`config.mk`:
```
export PLATFORM = sky130hd
export DESIGN_NAME = tx_dll_beat_packer
export DESIGN_NICKNAME = d
export VERILOG_FILES = /design/src/rtl/tx_dll_beat_packer.sv
export SDC_FILE = /design/constraint.sdc
export NUM_CORES = 2
export LEC_CHECK = 0
export BUFFER_PORTS_ARGS = -buffer_cell sky130_fd_sc_hd__buf_2
export CAP_MARGIN = 20
export CORE_MARGIN = 10
export CORE_UTILIZATION = 50
export CTS_CLUSTER_SIZE = 25
export DETAILED_ROUTE_END_ITERATION = 8
export PLACE_DENSITY = 0.7
export SETUP_SLACK_MARGIN = 0.1
export SLEW_MARGIN = 20
export SYNTH_ARGS = -nofsm -noshare
export SYNTH_HDL_FRONTEND = slang
export SYNTH_SLANG_ARGS = --single-unit
```
`constraint.sdc`:
```
create_clock -name CLK -period 25.4 [get_ports CLK]
set_clock_uncertainty 0.15 [all_clocks]
set_input_delay 2.54 -clock CLK [delete_from_list [all_inputs] [get_ports CLK]]
set_output_delay 2.54 -clock CLK [all_outputs]
set_load 0.05 [all_outputs]
```
`src/rtl/tx_dll_beat_packer.sv`:
```
`timescale 1ns/1ps
// Packs DLL DWs (one per cycle) into 256-bit beats for the PHY TX framing write port.
// Latency: the DW closing a beat is accepted at edge t and written in the cycle right after edge t.
// Backpressure: i_Full holds the out beat, the fill stage may complete one more beat, then Ready drops.
module tx_dll_beat_packer #(
  parameter int DATA_WIDTH       = 256,
  parameter int PACKET_LENGTH    = 11,
  parameter int SYMBOL_PTR_WIDTH = 5
) (
  input  logic                        CLK,
  input  logic                        RST,
  input  logic                        i_EN,
  input  logic                        i_Soft_RST,
  input  logic                        i_Pkt_Valid,
  input  logic                        i_Pkt_SOP,
  input  logic                        i_Pkt_EOP,
  input  logic                        i_Pkt_Type,
  input  logic [PACKET_LENGTH-1:0]    i_Pkt_Length,
  input  logic [31:0]                 i_Pkt_Data,
  output logic                        o_Pkt_Ready,
  input  logic                        i_Full,
  output logic                        o_WR_EN,
  output logic                        o_SOP,
  output logic                        o_End_Valid,
  output logic                        o_Type,
  output logic [PACKET_LENGTH-1:0]    o_Length,
  output logic [SYMBOL_PTR_WIDTH-1:0] o_Last_Byte,
  output logic [0:DATA_WIDTH-1]       o_Data,
  output logic                        o_Proto_Err,
  output logic                        o_Len_Err
);
  localparam int SLOTS = DATA_WIDTH / 32;
  localparam int PTR_W = $clog2(SLOTS);

  typedef enum logic {S_IDLE, S_IN_PKT} state_t;
  state_t state_q, state_d;

  logic [0:DATA_WIDTH-1]       fill_data_q, fill_data_d, out_data_q, out_data_d, b_data, n_data;
  logic [PTR_W-1:0]            fill_ptr_q, fill_ptr_d, b_ptr;
  logic                        fill_sop_q, fill_sop_d, fill_end_q, fill_end_d, fill_cmpl_q, fill_cmpl_d;
  logic [SYMBOL_PTR_WIDTH-1:0] fill_lb_q, fill_lb_d, out_lb_q, out_lb_d, n_lb;
  logic                        out_v_q, out_v_d, out_sop_q, out_sop_d, out_end_q, out_end_d;
  logic                        out_type_q, out_type_d, pkt_type_q, pkt_type_d;
  logic [PACKET_LENGTH-1:0]    out_len_q, out_len_d, pkt_len_q, pkt_len_d, dw_cnt_q, dw_cnt_d;
  logic                        proto_err_q, proto_err_d, len_err_q, len_err_d;
  logic [PACKET_LENGTH-1:0]    cur_len, cnt_n;
  logic                        run, wr_en, out_free, ready, acc, drop, wr, held_mv;
  logic                        closing, direct, cur_type, n_sop, in_pkt;

  // State register of the packet-framing FSM
  always_ff @(posedge CLK or posedge RST) begin
    if (RST) state_q <= S_IDLE;
    else     state_q <= state_d;
  end

  // Next state: a packet opens on an accepted SOP without EOP and closes on an accepted EOP
  always_comb begin
    state_d = state_q;
    case (state_q)
      S_IDLE:   if (wr && i_Pkt_SOP && !i_Pkt_EOP) state_d = S_IN_PKT;
      S_IN_PKT: if (wr && i_Pkt_EOP)               state_d = S_IDLE;
      default:                                     state_d = S_IDLE;
    endcase
    if (i_Soft_RST) state_d = S_IDLE;
  end

  // FSM output decode
  always_comb begin
    in_pkt = (state_q == S_IN_PKT);
  end

  // Datapath: handshake, beat assembly, out-stage loading and sticky error flags
  always_comb begin
    run      = i_EN && !i_Soft_RST && !RST;
    wr_en    = out_v_q && !i_Full && run;
    out_free = !out_v_q || wr_en;
    ready    = run && !(fill_cmpl_q && !out_free);
    acc      = i_Pkt_Valid && ready;
    drop     = acc && (in_pkt ? i_Pkt_SOP : !i_Pkt_SOP);
    wr       = acc && !drop;
    held_mv  = run && fill_cmpl_q && out_free;

    // A held complete beat leaves this cycle, so a new DW starts a fresh beat at slot 0
    b_data = fill_cmpl_q ? '0 : fill_data_q;
    b_ptr  = fill_cmpl_q ? '0 : fill_ptr_q;
    n_data = b_data;
    for (int k = 0; k < SLOTS; k++) begin
      if (b_ptr == PTR_W'(k)) n_data[32*k +: 32] = i_Pkt_Data;
    end
    n_sop    = (!fill_cmpl_q && fill_sop_q) || i_Pkt_SOP;
    n_lb     = SYMBOL_PTR_WIDTH'({b_ptr, 2'b11});
    cur_type = i_Pkt_SOP ? i_Pkt_Type   : pkt_type_q;
    cur_len  = i_Pkt_SOP ? i_Pkt_Length : pkt_len_q;
    cnt_n    = i_Pkt_SOP ? PACKET_LENGTH'(1) : dw_cnt_q + 1'b1;
    closing  = wr && (i_Pkt_EOP || b_ptr == PTR_W'(SLOTS - 1));
    direct   = closing && !fill_cmpl_q && out_free;

    fill_data_d = fill_data_q;  fill_ptr_d = fill_ptr_q;   fill_sop_d  = fill_sop_q;
    fill_end_d  = fill_end_q;   fill_lb_d  = fill_lb_q;    fill_cmpl_d = fill_cmpl_q;
    out_v_d     = out_v_q;      out_data_d = out_data_q;   out_sop_d   = out_sop_q;
    out_end_d   = out_end_q;    out_type_d = out_type_q;   out_len_d   = out_len_q;
    out_lb_d    = out_lb_q;     pkt_type_d = pkt_type_q;   pkt_len_d   = pkt_len_q;
    dw_cnt_d    = dw_cnt_q;     proto_err_d = proto_err_q; len_err_d   = len_err_q;

    if (held_mv) begin
      // pkt attributes cannot have changed since this beat completed: Ready was low meanwhile
      out_v_d = 1'b1;  out_data_d = fill_data_q;  out_sop_d = fill_sop_q;  out_end_d = fill_end_q;
      out_lb_d = fill_lb_q;  out_type_d = pkt_type_q;  out_len_d = pkt_len_q;
      fill_data_d = '0;  fill_ptr_d = '0;  fill_sop_d = 1'b0;  fill_end_d = 1'b0;
      fill_lb_d = '0;  fill_cmpl_d = 1'b0;
    end else if (wr_en) begin
      out_v_d = 1'b0;
    end

    if (wr) begin
      dw_cnt_d = cnt_n;
      if (i_Pkt_SOP) begin
        pkt_type_d = i_Pkt_Type;
        pkt_len_d  = i_Pkt_Length;
      end
      if (direct) begin
        // Closing DW bypasses the fill register straight into a free out stage
        out_v_d = 1'b1;  out_data_d = n_data;  out_sop_d = n_sop;  out_end_d = i_Pkt_EOP;
        out_lb_d = n_lb;  out_type_d = cur_type;  out_len_d = cur_len;
        fill_data_d = '0;  fill_ptr_d = '0;  fill_sop_d = 1'b0;  fill_end_d = 1'b0;
        fill_lb_d = '0;  fill_cmpl_d = 1'b0;
      end else begin
        fill_data_d = n_data;  fill_sop_d = n_sop;  fill_end_d = i_Pkt_EOP && closing;
        fill_lb_d = n_lb;  fill_cmpl_d = closing;
        fill_ptr_d = closing ? '0 : b_ptr + 1'b1;
      end
    end

    if (drop || (wr && i_Pkt_SOP && i_Pkt_Length == '0)) proto_err_d = 1'b1;
    if (wr && i_Pkt_EOP && cnt_n != cur_len)             len_err_d   = 1'b1;

    if (i_Soft_RST) begin
      fill_data_d = '0;  fill_ptr_d = '0;  fill_sop_d = 1'b0;  fill_end_d = 1'b0;
      fill_lb_d = '0;  fill_cmpl_d = 1'b0;  out_v_d = 1'b0;  out_data_d = '0;
      out_sop_d = 1'b0;  out_end_d = 1'b0;  out_type_d = 1'b0;  out_len_d = '0;
      out_lb_d = '0;  pkt_type_d = 1'b0;  pkt_len_d = '0;  dw_cnt_d = '0;
      proto_err_d = 1'b0;  len_err_d = 1'b0;
    end
  end

  // Datapath registers
  always_ff @(posedge CLK or posedge RST) begin
    if (RST) begin
      fill_data_q <= '0;  fill_ptr_q <= '0;  fill_sop_q <= 1'b0;  fill_end_q <= 1'b0;
      fill_lb_q <= '0;  fill_cmpl_q <= 1'b0;  out_v_q <= 1'b0;  out_data_q <= '0;
      out_sop_q <= 1'b0;  out_end_q <= 1'b0;  out_type_q <= 1'b0;  out_len_q <= '0;
      out_lb_q <= '0;  pkt_type_q <= 1'b0;  pkt_len_q <= '0;  dw_cnt_q <= '0;
      proto_err_q <= 1'b0;  len_err_q <= 1'b0;
    end else begin
      fill_data_q <= fill_data_d;  fill_ptr_q <= fill_ptr_d;  fill_sop_q <= fill_sop_d;
      fill_end_q <= fill_end_d;  fill_lb_q <= fill_lb_d;  fill_cmpl_q <= fill_cmpl_d;
      out_v_q <= out_v_d;  out_data_q <= out_data_d;  out_sop_q <= out_sop_d;
      out_end_q <= out_end_d;  out_type_q <= out_type_d;  out_len_q <= out_len_d;
      out_lb_q <= out_lb_d;  pkt_type_q <= pkt_type_d;  pkt_len_q <= pkt_len_d;
      dw_cnt_q <= dw_cnt_d;  proto_err_q <= proto_err_d;  len_err_q <= len_err_d;
    end
  end

  assign o_Pkt_Ready = ready;
  assign o_WR_EN     = wr_en;
  assign o_SOP       = out_sop_q;
  assign o_End_Valid = out_end_q;
  assign o_Type      = out_type_q;
  assign o_Length    = out_len_q;
  assign o_Last_Byte = out_lb_q;
  assign o_Data      = out_data_q;
  assign o_Proto_Err = proto_err_q;
  assign o_Len_Err   = len_err_q;

endmodule
```
==> results by group <==
Drt
  • DR vias/cell: 6.29
  • 1st-pass router iterations: 5
  • Initial DRC count: 2,713
  • DR DRC count: 0
  • Via count: 25,500
  • Total Wirelength: 102,000 um
  • Drt wl/cell: 25.2 um
  • DRT antenna net count: 0

Synth
  • Mux contribution to synthesized area: 0.102%
  • Main combinational cell family by area after synthesis: simple AND/OR/NAND/NOR gates
  • Post-synthesis cell type count: 52
  • Yosys warns: 0
  • Post-synthesis instance area: 0.0294 mm^2
  • Syn Inst Count: 3,149
  • Synthesized flop and latch total: 568
  • Syn_nets: 3,208
  • Simple-Gate Fraction of Synth Area: 23.0%
  • Most common cell in the netlist: nand2_1
  • Syn avg cell area: 9.32 um^2
  • Commonest cells in the netlist: nand2_1, dfrtp_1, o21ai_0, and3_1, a211oi_2
  • Post-synthesis sequential area ratio: 48.4%
  • Compound-Gate Fraction of Synth Area: 21.7%
  • Synth Area in Adders: 0.298%
  • EDFF count, synth: 0
  • Asr flop ratio synth: 100%
  • Area leader, netlist: dfrtp_1
  • XOR/XNOR share of the synthesized area: 0.652%
  • Prevailing post-synth register cell: dfrtp_1
  • Synth top area cells: dfrtp_1, a211oi_2, nand2_1
  • Yosys top cell area share: 48.4%

Power
  • Power per cell area: 60.0 mW/mm^2
  • Worst vdd ir: 0.0535 mV
  • Static Leakage: 13.4 nW
  • Pwr Total: 0.00196 W

Worst hold path
  • Tightest Hold Check Type: reg2reg

Timing
  • Hold Vio Cnt, Final: 0
  • Final Cycle Share: 26.1%
  • Final Max Tran Viols: 0
  • Max frequency: 151 MHz
  • RSZ-0062 raised after global routing: false
  • Slew HR: 22.6%
  • Final hold slack: 331 ps
  • Worst-margin pin slew: 1160 ps
  • Setup TNS: 0 ps
  • Period minus WS final: 6630 ps
  • Endpoints failing setup: 0

Clock tree
  • Clock transition at path regs: 60 ps
  • CTS Buf Count: 60
  • CTS root buf: clkbuf_16
  • Clock buffer depth: 3
  • Hold_buf cts: 0
  • Post-CTS Setup Bufs: 0
  • # clock sinks: 568
  • H-tree depth: 2
  • CTS tree: done
  • Post-CTS Resized: 0
  • Clk Latency, worst-skew pair: 650 ps

GRT
  • Vias in the first global route: 25,800
  • Largest net degree at the start of global routing: 231
  • Most used routing layer: met2
  • Met3 global-route usage: 6.52%
  • Initial antenna violation count: 8
  • Gr usage total: 28.4%
  • Grt met1 use: 36.7%
  • Met2 track demand over resource: 43.9%
  • Grt ovf: 0
  • First-pass GRT wire length: 156,000 um

Setup path
  • WP data required: 22,710 ps
  • Worst Path Arrival: 3940 ps
  • Critical path capture point type: output port
  • Max FO, Critical Path: 121
  • Startpoint Class: input port
  • Crit Path Category: in2out

Job
  • Max Cap Viol: 0

Placement
  • Post-detail-place hpwl: 58,700 um
  • Placed insts: 3,950
  • PortBufs: 330
  • Routability cong.: 0.826

Die
  • Placement row count: 88
  • Die Ht: 262 um
  • Initial core utilization: 50.7%
  • Core ar.: 0.0579 mm^2
  • Die Wd: 262 um
  • I/O Pins: 331
  • Full die area: 0.0688 mm^2

Finish
  • Ant diodes: 0
  • Layout Cells excl Fill: 4,058
  • Fin nets: 3,307
  • Synth-to-layout area growth: 11.4%
  • Layout cells sized above 1: 22.4%

Outcome
  • Status: complete, no violations
[worst paths after layout]
kind	startpoint	to	slack (ps)	depth (start not counted)
hold reg to reg	fill_lb_q[1]$_DFFE_PP0P_	fill_lb_q[1]$_DFFE_PP0P_	330	2
setup reg to reg	fill_cmpl_q$_DFFE_PP0P_	o_Data[164]$_DFF_PP0_	19560	11
max in group asynchronous	RST	o_Data[141]$_DFF_PP0_	20120	5
hold / removal	fill_lb_q[1]$_DFFE_PP0P_	fill_lb_q[1]$_DFFE_PP0P_	330	2
setup / recovery	RST	o_Pkt_Ready	18770	5
min in group asynchronous	RST	o_Length[5]$_DFF_PP0_	1970	2
[stage by stage]
step / instance area, um^2 / utilization (%) / setup WS (ps)
5_1_grt: 32700 / 56.5 / 18580
4_1_cts: 32700 / 56.4 / 18700
3_3_place_gp: 30700 / 53.0 / 18690
3_5_place_dp: 30700 / 53.0 / 18700
6_report: 32700 / 56.5 / 18770
2_1_floorplan: 29400 / - / 6390
[sequential cells by signal, indices dropped and copies added, names as in the netlist, 3 cells and up]
| register | flops |
|---|---|
| fill_data_q | 256 |
| fill_lb_q | 4 |
| dw_cnt_q | 11 |
| o_Data | 256 |
| o_Last_Byte | 5 |
| fill_ptr_q | 3 |
| pkt_len_q | 11 |
| o_Length | 11 |
[worst max-delay path, cell delays in order]
cell and delay [ps]:
buf_2 150, inv_8 580, nand2_1 170, nor3_1 200, buf_2 300
[cells by family (layout without fill, tap and decap cells)]
| group | Yosys count | after routing |
|---|---|---|
| AND/OR/NAND/NOR | 1371 | 1371 |
| AO/OA/AOI/OAI | 845 | 845 |
| flip-flops | 568 | 568 |
| buffers and inverters | 334 | 478 |
| XOR/XNOR | 21 | 21 |
| adder cells (fa/ha/maj) | 7 | 7 |
| multiplexers | 3 | 3 |
[per-layer routing]
layer  wire, um  part of all wire (%)
met2      46900                    46
met5         57                 0.056
met4       5600                   5.5
met1      40400                    39
met3       9450                   9.2
[layout make-up]
type	count	area, um^2
fill	5039	25200
timing repair buffer	365	1990
clock buffer	86	1770
tap	765	957
multi-input combinational	2247	13500
sequential	568	14200
clock inverter	21	244
inverter	6	30.0
[layout by cell type (no fill, tap or decap), types with 15 or more instances in the layout]
cell / netlist / final
dfrtp_1: 568 / 567
nand2_1: 811 / 811
buf_4: 41 / 28
nor3b_1: 193 / 193
nor2_1: 36 / 34
o21ai_0: 266 / 266
a211oi_2: 253 / 253
clkbuf_8: 0 / 15
nand2b_1: 18 / 18
buf_2: 67 / 329
clkbuf_16: 0 / 61
and3_1: 259 / 258
o21ai_1: 23 / 23
a21oi_1: 203 / 203
a22oi_1: 63 / 63
nor3_1: 16 / 16
[report_power, final]
part	internal (W)	switching (W)
registers	0.000912	0.00000646
logic	0.0000239	0.000111
clock network	0.000531	0.000378
Power figures use the tool's default switching activity.
